## config.mk

```make
export PLATFORM = sky130hd
export DESIGN_NAME = uart_tx_param_flat
export DESIGN_NICKNAME = d
export VERILOG_FILES = /design/src/rtl/uart_pkg.sv /design/src/rtl/uart_tx_if.sv /design/src/rtl/uart_baud_tick.sv /design/src/rtl/uart_tx_param.sv /design/src/flat_wrapper.sv
export SDC_FILE = /design/constraint.sdc
export NUM_CORES = 1
export LEC_CHECK = 0
export CAP_MARGIN = 10
export CORE_MARGIN = 2
export CORE_UTILIZATION = 61
export CTS_CLUSTER_DIAMETER = 50
export DETAILED_ROUTE_END_ITERATION = 8
export PLACE_DENSITY_LB_ADDON = 0.12
export SLEW_MARGIN = 10
export SYNTH_ARGS = -nofsm -noshare
export SYNTH_HDL_FRONTEND = slang
export SYNTH_SLANG_ARGS = --single-unit
export TNS_END_PERCENT = 20
```

## constraint.sdc

```tcl
create_clock -name clk -period 5.78 [get_ports clk]
set_input_delay 1.445 -clock clk [delete_from_list [all_inputs] [get_ports clk]]
set_output_delay 1.445 -clock clk [all_outputs]
set_load 0.05 [all_outputs]
```

## src/rtl/uart_pkg.sv

```systemverilog
// Shared definitions for the UART transmitter and the receiver that will follow:
// parity modes, state encoding and the baud divisor helper.
package uart_pkg;

  localparam int PAR_NONE = 0;
  localparam int PAR_EVEN = 1;
  localparam int PAR_ODD  = 2;

  localparam logic [2:0] IDLE   = 3'd0;
  localparam logic [2:0] START  = 3'd1;
  localparam logic [2:0] DATA   = 3'd2;
  localparam logic [2:0] PARITY = 3'd3;
  localparam logic [2:0] STOP   = 3'd4;

  typedef enum logic [2:0] {
    S_IDLE   = IDLE,
    S_START  = START,
    S_DATA   = DATA,
    S_PARITY = PARITY,
    S_STOP   = STOP
  } uart_state_e;

  function automatic int calc_div(input int clk_freq, input int baud);
    return clk_freq / baud;
  endfunction

endpackage

```

## src/rtl/uart_tx_if.sv

```systemverilog
// Host-side handshake and line signals of the parametrised UART transmitter.
interface uart_tx_if #(
  parameter int DATA_BITS = 8
);
  logic                 i_valid;
  logic [DATA_BITS-1:0] i_data;
  logic                 o_ready;
  logic                 o_busy;
  logic                 o_done;
  logic                 serial_out;

  modport master (
    output i_valid, i_data,
    input  o_ready, o_busy, o_done, serial_out
  );

  modport slave (
    input  i_valid, i_data,
    output o_ready, o_busy, o_done, serial_out
  );
endinterface

```

## src/rtl/uart_baud_tick.sv

```systemverilog
// Divide-by-DIV bit-period counter with synchronous restart; tick is high on count DIV-1.
module uart_baud_tick #(
  parameter int DIV = 16
) (
  input  logic clk,
  input  logic reset_n,
  input  logic restart,
  output logic tick
);
  localparam int CW = (DIV > 1) ? $clog2(DIV) : 1;
  localparam logic [CW-1:0] LAST = CW'(DIV - 1);

  logic [CW-1:0] cnt_q;

  always_ff @(posedge clk or negedge reset_n) begin
    if (!reset_n) begin
      cnt_q <= '0;
    end else if (restart || cnt_q == LAST) begin
      cnt_q <= '0;
    end else begin
      cnt_q <= cnt_q + 1'b1;
    end
  end

  assign tick = (cnt_q == LAST);

endmodule

```

## src/rtl/uart_tx_param.sv

```systemverilog
// Parametrised UART transmitter: valid/ready word in, LSB-first frame out on a registered line.
module uart_tx_param #(
  parameter int CLK_FREQ  = 48000000,
  parameter int BAUD      = 9600,
  parameter int DATA_BITS = 8,
  parameter int PARITY    = 1,
  parameter int STOP_BITS = 1
) (
  input  logic     clk,
  input  logic     reset_n,
  uart_tx_if.slave tx
);
  import uart_pkg::*;

  localparam int DIV = calc_div(CLK_FREQ, BAUD);
  localparam int BW  = $clog2(DATA_BITS + 1);
  localparam logic [BW-1:0] LAST_DATA = BW'(DATA_BITS - 1);
  localparam logic [BW-1:0] LAST_STOP = BW'(STOP_BITS - 1);

  if (DIV < 2) begin : g_bad_div
    $error("uart_tx_param: CLK_FREQ/BAUD must be at least 2");
  end
  if (DATA_BITS < 5 || DATA_BITS > 9) begin : g_bad_width
    $error("uart_tx_param: DATA_BITS must be 5..9");
  end
  if (PARITY < PAR_NONE || PARITY > PAR_ODD) begin : g_bad_parity
    $error("uart_tx_param: PARITY must be 0, 1 or 2");
  end
  if (STOP_BITS < 1 || STOP_BITS > 2) begin : g_bad_stop
    $error("uart_tx_param: STOP_BITS must be 1 or 2");
  end

  uart_state_e          state_q, state_d;
  logic [BW-1:0]        bcnt_q, bcnt_d;
  logic [DATA_BITS-1:0] shreg_q;
  logic                 par_q;
  logic                 line_q, ready_q, busy_q, done_q;
  logic                 line_d, accept, load, shift, tick;

  assign accept = tx.i_valid && ready_q;

  uart_baud_tick #(
    .DIV (DIV)
  ) u_baud (
    .clk     (clk),
    .reset_n (reset_n),
    .restart (accept),
    .tick    (tick)
  );

  always_comb begin
    state_d = state_q;
    bcnt_d  = bcnt_q;
    line_d  = 1'b1;
    load    = 1'b0;
    shift   = 1'b0;
    unique case (state_q)
      S_IDLE: begin
        if (accept) begin
          state_d = S_START;
          bcnt_d  = '0;
          load    = 1'b1;
        end
      end
      S_START: begin
        line_d = 1'b0;
        if (tick) state_d = S_DATA;
      end
      S_DATA: begin
        line_d = shreg_q[0];
        if (tick) begin
          shift = 1'b1;
          if (bcnt_q == LAST_DATA) begin
            bcnt_d  = '0;
            state_d = (PARITY != PAR_NONE) ? S_PARITY : S_STOP;
          end else begin
            bcnt_d = bcnt_q + 1'b1;
          end
        end
      end
      S_PARITY: begin
        line_d = par_q;
        if (tick) state_d = S_STOP;
      end
      S_STOP: begin
        if (tick) begin
          if (bcnt_q == LAST_STOP) begin
            bcnt_d  = '0;
            state_d = S_IDLE;
          end else begin
            bcnt_d = bcnt_q + 1'b1;
          end
        end
      end
      default: state_d = S_IDLE;
    endcase
  end

  // Line, ready, busy and done all come straight from flops so the pin never glitches.
  always_ff @(posedge clk or negedge reset_n) begin
    if (!reset_n) begin
      state_q <= S_IDLE;
      bcnt_q  <= '0;
      line_q  <= 1'b1;
      ready_q <= 1'b1;
      busy_q  <= 1'b0;
      done_q  <= 1'b0;
    end else begin
      state_q <= state_d;
      bcnt_q  <= bcnt_d;
      line_q  <= line_d;
      ready_q <= (state_d == S_IDLE);
      busy_q  <= (state_d != S_IDLE);
      done_q  <= (state_q == S_STOP) && (state_d == S_IDLE);
    end
  end

  always_ff @(posedge clk) begin
    if (load) begin
      shreg_q <= tx.i_data;
      par_q   <= (PARITY == PAR_ODD) ? ~^tx.i_data : ^tx.i_data;
    end else if (shift) begin
      shreg_q <= {1'b0, shreg_q[DATA_BITS-1:1]};
    end
  end

  assign tx.serial_out = line_q;
  assign tx.o_ready    = ready_q;
  assign tx.o_busy     = busy_q;
  assign tx.o_done     = done_q;

endmodule
```

## src/flat_wrapper.sv

```systemverilog
// flat-port wrapper written by rule: the top's interface ports become plain ports
module uart_tx_param_flat import uart_pkg::*;
#(
  parameter int CLK_FREQ  = 48000000,
  parameter int BAUD      = 9600,
  parameter int DATA_BITS = 8,
  parameter int PARITY    = 1,
  parameter int STOP_BITS = 1
)
  (clk, reset_n, tx_i_valid, tx_i_data, tx_o_ready, tx_o_busy, tx_o_done, tx_serial_out);
  uart_tx_if #(.DATA_BITS(DATA_BITS)) tx_i ();
  input  logic clk;
  input  logic reset_n;
  input wire logic [$bits(tx_i.i_valid)-1:0] tx_i_valid;
  input wire logic [$bits(tx_i.i_data)-1:0] tx_i_data;
  output wire logic [$bits(tx_i.o_ready)-1:0] tx_o_ready;
  output wire logic [$bits(tx_i.o_busy)-1:0] tx_o_busy;
  output wire logic [$bits(tx_i.o_done)-1:0] tx_o_done;
  output wire logic [$bits(tx_i.serial_out)-1:0] tx_serial_out;
  assign tx_i.i_valid = tx_i_valid;
  assign tx_i.i_data = tx_i_data;
  assign tx_o_ready = tx_i.o_ready;
  assign tx_o_busy = tx_i.o_busy;
  assign tx_o_done = tx_i.o_done;
  assign tx_serial_out = tx_i.serial_out;
  uart_tx_param #(.CLK_FREQ(CLK_FREQ), .BAUD(BAUD), .DATA_BITS(DATA_BITS), .PARITY(PARITY), .STOP_BITS(STOP_BITS)) u_core (.clk(clk), .reset_n(reset_n), .tx(tx_i));
endmodule
```

==> metrics, run 1 <==
status completed; Final HPWL DP 2260 um; Switching Fraction 30.3%; # diodes 0; final hold violations 0; Area growth, synth to finish 13.0%; setup TNS 0 ns; Root Buffer clkbuf_4; sequential group share of total power 49.7%; most common cell in the netlist dfrtp_1; Top Ports 15; mapped cell area 0.00175 mm2; Core Footprint 0.00273 mm2; critical-path cell list clkdlybuf4s50_1 -> nand2_1 -> nor4_2 -> o21bai_1; Critical Path Start Type input port; clk slew on worst S/H paths 0.10 ns; Seq/Total Area, Yosys 49.8%; library cells used by synthesis 45; Post-CTS Hold Buffers 0; crit-path max FO 13; Routed WL 3240 um; CP arrival 3.30 ns; first-pass GRT wire length 5660 um; DR WL/cell 15.8 um; Vias 1221; initial antenna violation count 0; Ys Warns 0; ratio of total power to cell area 314 mW/mm2; r2r setup slk 3.42 ns; IO buf count 14; Nets 187; post-synthesis net count 172; total gr overflow 0; Worst Setup End Kind flip-flop; Die Footprint 0.00332 mm2; Initial Utilization 64.2%; number of DRC markers in iteration 0 54; Comb power frac 20.6%; worst hold slack 0.559 ns; total track usage 23.1%; Lkg Pwr 0.768 nW; Slew HR 26.8%; worst-margin pin slew 1.09 ns; Rows 19; RSZ-0062 raised after global routing false; max_cap viols 0; Synth top area share 31.4%; Die Width 57.6 um; share of cells above drive strength 1 13.8%; CTS tree yes; H-tree depth 2; final count of pins violating max slew 0; CTS max path bufs 2; DRC Markers 0; post-CTS setup buffer count 0; P_sw 188 uW; vias per inst 5.96; Die Ht 57.6 um; Hold WC Path Type reg2reg; post-CTS sizing 0; final estimated routing congestion in global placement 0.849; Mapped Cells 158; power share of the clock group 29.7%; area leader, netlist dfrtp_1; final setup violation count 0; # fillers 205; Final Cycle Share 57.4%; CTS Sinks 33; Multi-input gate area 815 um2; largest net degree at the start of global routing 25; Min Clock Period, post-route 3.32 ns; fmax 0.302 GHz; DRT Pass-1 Iters 4; number of global-route vias before repair 1247; Req. time, crit path 5.76 ns; top post-synthesis cells by area dfrtp_1 31%, edfxtp_1 15%, xnor2_1 7.0%, mux2_2 4.5%, xor2_1 3.5%; Synth async-reset ratio 72.7%; Worst Skew 0.0121 ns; Max VDD drop 0.000322 V; clk_lat worst skew 0.35 ns; antenna viol nets, final 0; number of synthesized register bits 33; CTS Buf Count 5; synth cell count leaders 22 x dfrtp_1, 15 x nor2_1, 14 x xnor2_1; Crit Path Class in2reg; EDFF count, synth 9; Int Pwr 433 uW; slowest CP cell nor4_2; Seq. cell area 873 um2; CP max stage delay 0.83 ns; ys flop type dfrtp_1; syn_area_per_cell 11.1 um2
## power groups by stage
stage	logic [mW]	clock network (mW)	registers [mW]
after global routing	0.141	0.198	0.315
after detailed placement	0.129	0	0.312
after global placement	0.127	0	0.309
after floorplan	0.0766	0	0.321
after CTS	0.130	0.188	0.308
final	0.128	0.184	0.309
## cells by family (layout without fill, tap and decap cells)
kind of cell,Yosys count,in the layout,synth area share (%)
compound gates,17,17,7.06
xor+xnor,21,21,10.5
fa+ha+maj,3,3,2.14
buf+inv,14,30,3.78
flops,33,33,49.8
mux,10,10,6.21
simple gates,60,60,20.5
## path summary, 6_finish.rpt
path	cells past startpoint	startpoint	to
hold reg to reg	1	u_core.u_baud.cnt_q[0]	u_core.u_baud.cnt_q[0]
min in group asynchronous	1	reset_n	u_core.u_baud.cnt_q[12]
setup / recovery	4	tx_i_valid	u_core.shreg_q[3]
hold / removal	1	u_core.u_baud.cnt_q[0]	u_core.u_baud.cnt_q[0]
setup reg to reg	2	u_core.state_q[1]	u_core.shreg_q[3]
max in group asynchronous	1	reset_n	u_core.tx.o_done
## through the flow
| step | instances | power [mW] | setup WS, ns | area, um2 | utilization (%) |
|---|---|---|---|---|---|
| floorplan | 158 | 0.398 | 3.08 | 1750 | - |
| global placement | 197 | 0.437 | 2.14 | 1900 | 69.4 |
| detailed placement | 197 | 0.441 | 2.05 | 1900 | 69.4 |
| CTS | 205 | 0.625 | 2.43 | 1980 | 72.5 |
| global route | 205 | 0.654 | 2.21 | 1980 | 72.5 |
| finish | 205 | 0.622 | 2.46 | 1980 | 72.5 |
## critical path: cells and delay by family
kind / cells / cell delay [ns]
AO/OA/AOI/OAI: 1 / 0.46
buffers and inverters: 1 / 0.47
AND/OR/NAND/NOR: 2 / 0.93
## layout make-up
| type | count | area share [%] |
|---|---|---|
| timing repair buffer | 14 | 7.07 |
| sequential | 33 | 44.1 |
| clock buffer | 7 | 2.78 |
| clock inverter | 1 | 1.52 |
| multi-input combinational | 111 | 41.1 |
| tap | 31 | 1.96 |
| inverter | 8 | 1.52 |
## state kept, by name, summed over array words and instances (netlist names)
signal	count
u_core.u_baud.cnt_q	13
u_core.shreg_q	8
u_core.bcnt_q	4
u_core.state_q	3
u_core.par_q	1
u_core.tx.o_busy	1
u_core.tx.o_done	1
u_core.tx.o_ready	1
u_core.tx.serial_out	1
## routing by layer
layer | track usage, % | up-vias | routed length (um)
met5 | 0 | - | 0
met4 | 9.63 | 0 | 41
met3 | 7.59 | 5 | 137
met2 | 36.7 | 32 | 1610
met1 | 29.0 | 588 | 1450
li1 | - | 596 | -
## cells in the final DEF, fill, tap and decap left out, types with 3 or more instances in the layout
master,Yosys,layout
nor2_1,15,15
inv_1,8,8
nand3_1,8,8
dfrtp_1,22,22
and3_1,3,3
ha_1,3,3
nor3_1,4,4
xnor2_1,14,14
clkdlybuf4s50_1,0,14
a211oi_1,3,3
clkbuf_4,0,5
mux2i_1,3,3
xor2_1,7,7
mux2_2,7,7
nand4_1,5,5
edfxtp_1,9,9
nand2_1,6,6
No activity file was read; power rests on OpenSTA's default activity.
==> run 2: changes to the inputs <==
Settings changed: CORE_UTILIZATION 61 to 57.
Clock period 5.78 ns to 3.5 ns, I/O delays scaled along.
==> run 2 against run 1 <==
  * Clock skew decreased by 0.0039 ns
  * Largest cell class unchanged
  * Via count decreased by 2.6%
  * Highest routed layer unchanged
  * Setup slack got worse by 1.5 ns
  * Hold slack got worse by 0.012 ns
  * Combinational power increased by 61%
  * Cell area increased by 0.38%
==> metrics, run 2 (same netlist as run 1, synthesis figures left out) <==
ratio of total power to cell area 499 mW/mm2 (was 314 mW/mm2); final worst slack 0.945 ns (was 2.46 ns); # fillers 242 (was 205); H-tree depth 2 (unchanged); sequential group share of total power 51.4% (was 49.7%); most common cell after layout, fill and taps aside dfrtp_1 (unchanged); most frequent cells in the layout 22 x dfrtp_1, 15 x nor2_1, 14 x xnor2_1, 14 x clkdlybuf4s50_1, 9 x edfxtp_1 (unchanged); Initial Utilization 58.9% (was 64.2%); final setup violation count 0 (unchanged); Final HPWL DP 2190 um (was 2260 um); Area growth, synth to finish 13.4% (was 13.0%); Die Footprint 0.00354 mm2 (was 0.00332 mm2); Max VDD drop 0.000268 V (was 0.000322 V); Top Ports 15 (unchanged); Pwr Total 992 uW (was 622 uW); slowest CP cell clkdlybuf4s50_1 (was nor4_2); worst-margin pin slew 0.752 ns (was 1.09 ns); status completed (unchanged); clk slew on worst S/H paths 0.10 ns (about the same); power share of the clock group 27.9% (was 29.7%); CTS tree yes (unchanged); initial antenna violation count 0 (unchanged); Buf+Inv Stages, Crit Path 1 (unchanged); IO buf count 14 (unchanged); CTS max path bufs 2 (unchanged); Worst Setup End Kind output port (was flip-flop); max_cap viols 0 (unchanged); Crit Path Class reg2out (was in2reg); Multi-input gate area 815 um2 (unchanged); Root Buffer clkbuf_4 (unchanged); setup TNS 0 ns (unchanged); top flop regs u_core.u_baud.cnt_q: 13 flops, u_core.shreg_q: 8 flops, u_core.bcnt_q: 4 flops (unchanged); DP Worst Slack 0.806 ns (was 2.05 ns); Vias 1189 (was 1221); antenna viol nets, final 0 (unchanged); number of global-route vias before repair 1196 (was 1247); critical-path cell list clkdlybuf4s50_1 (was clkdlybuf4s50_1 -> nand2_1 -> nor4_2 -> o21bai_1); Req. time, crit path 2.62 ns (was 5.76 ns); post-CTS setup buffer count 0 (unchanged); final count of pins violating max slew 0 (unchanged); Slew HR 49.7% (was 26.8%); Int Pwr 694 uW (was 433 uW); Core Footprint 0.00298 mm2 (was 0.00273 mm2); Hold WC Path Type reg2reg (unchanged); Critical Path Start Type flip-flop (was input port); CP arrival 1.68 ns (was 3.30 ns); vias per inst 5.69 (was 5.96); CP max stage delay 0.80 ns (was 0.83 ns); Seq. cell area 873 um2 (unchanged); Die Ht 59.5 um (was 57.6 um); worst hold slack 0.547 ns (was 0.559 ns); CTS Buf Count 5 (unchanged); P_sw 298 uW (was 188 uW); share of cells above drive strength 1 14.2% (was 13.8%); Rows 20 (was 19); Reg with most FFs u_core.u_baud.cnt_q (unchanged); delay-heaviest family, CP buffers and inverters (was simple AND/OR/NAND/NOR gates); Post-CTS Hold Buffers 0 (unchanged); RSZ-0062 raised after global routing false (unchanged); crit-path max FO 3 (was 13); clk_lat worst skew 0.33 ns (was 0.35 ns); Worst Skew 0.00811 ns (was 0.0121 ns); number of DRC markers in iteration 0 53 (was 54); # diodes 0 (unchanged); total track usage 19.9% (was 23.1%); first-pass GRT wire length 5130 um (was 5660 um); final hold violations 0 (unchanged); Lkg Pwr 0.773 nW (was 0.768 nW); CTS Sinks 33 (unchanged); DRT Pass-1 Iters 4 (unchanged); max reg flops 13 (unchanged); Comb power frac 20.7% (was 20.6%); Min Clock Period, post-route 2.56 ns; Final Cycle Share 73.0%; Routed WL 3020 um (was 3240 um); DR WL/cell 14.4 um (was 15.8 um); fmax 0.391 GHz; Switching Fraction 30.1% (was 30.3%); Die Width 59.5 um (was 57.6 um); largest net degree at the start of global routing 25 (unchanged); Nets 189 (was 187); DRC Markers 0 (unchanged); final estimated routing congestion in global placement 0.826 (was 0.849); total gr overflow 0 (unchanged); post-CTS sizing 0 (unchanged)
[run 2: cell type report]
class | instances | share of cell area [%]
Clock buffer | 6 | 2.08
Clock inverter | 2 | 1.70
Inverter | 8 | 1.51
Multi-Input combinational cell | 111 | 40.9
Sequential cell | 33 | 43.9
Tap cell | 33 | 2.08
Timing Repair Buffer | 16 | 7.80
[run 2: power groups by stage]
stage | logic [mW] | registers (mW) | clock network, mW
6_report | 0.206 | 0.510 | 0.277
5_1_grt | 0.229 | 0.519 | 0.298
4_1_cts | 0.209 | 0.510 | 0.287
3_5_place_dp | 0.207 | 0.518 | 0
3_3_place_gp | 0.207 | 0.514 | 0
2_1_floorplan | 0.127 | 0.530 | 0
[run 2: path summary, 6_finish.rpt]
kind | startpoint | end | slack [ns] | cells after the start
worst min-delay path | u_core.u_baud.cnt_q[12] | u_core.u_baud.cnt_q[12] | 0.55 | 2
worst max register to register | u_core.u_baud.cnt_q[0] | u_core.shreg_q[6] | 1.29 | 4
worst min register to register | u_core.u_baud.cnt_q[12] | u_core.u_baud.cnt_q[12] | 0.55 | 2
max in group asynchronous | reset_n | u_core.tx.o_ready | 2.33 | 2
min in group asynchronous | reset_n | u_core.u_baud.cnt_q[6] | 0.88 | 2
worst max-delay path | u_core.tx.o_ready | tx_o_ready | 0.94 | 1
[run 2: per-layer routing]
layer | up-vias | part of all wire [%] | track usage [%]
li1 | 597 | - | -
met1 | 565 | 46 | 24.9
met2 | 22 | 48 | 31.7
met3 | 5 | 4.2 | 6.55
met4 | 0 | 1.7 | 8.12
met5 | - | 0 | 0
[run 2: through the flow]
step | area [um2] | instances | util [%]
final | 1990 | 209 | 66.8
after floorplan | 1750 | 158 | -
after global placement | 1910 | 201 | 64.3
after detailed placement | 1910 | 201 | 64.3
after global routing | 1990 | 209 | 66.8
after CTS | 1990 | 209 | 66.8
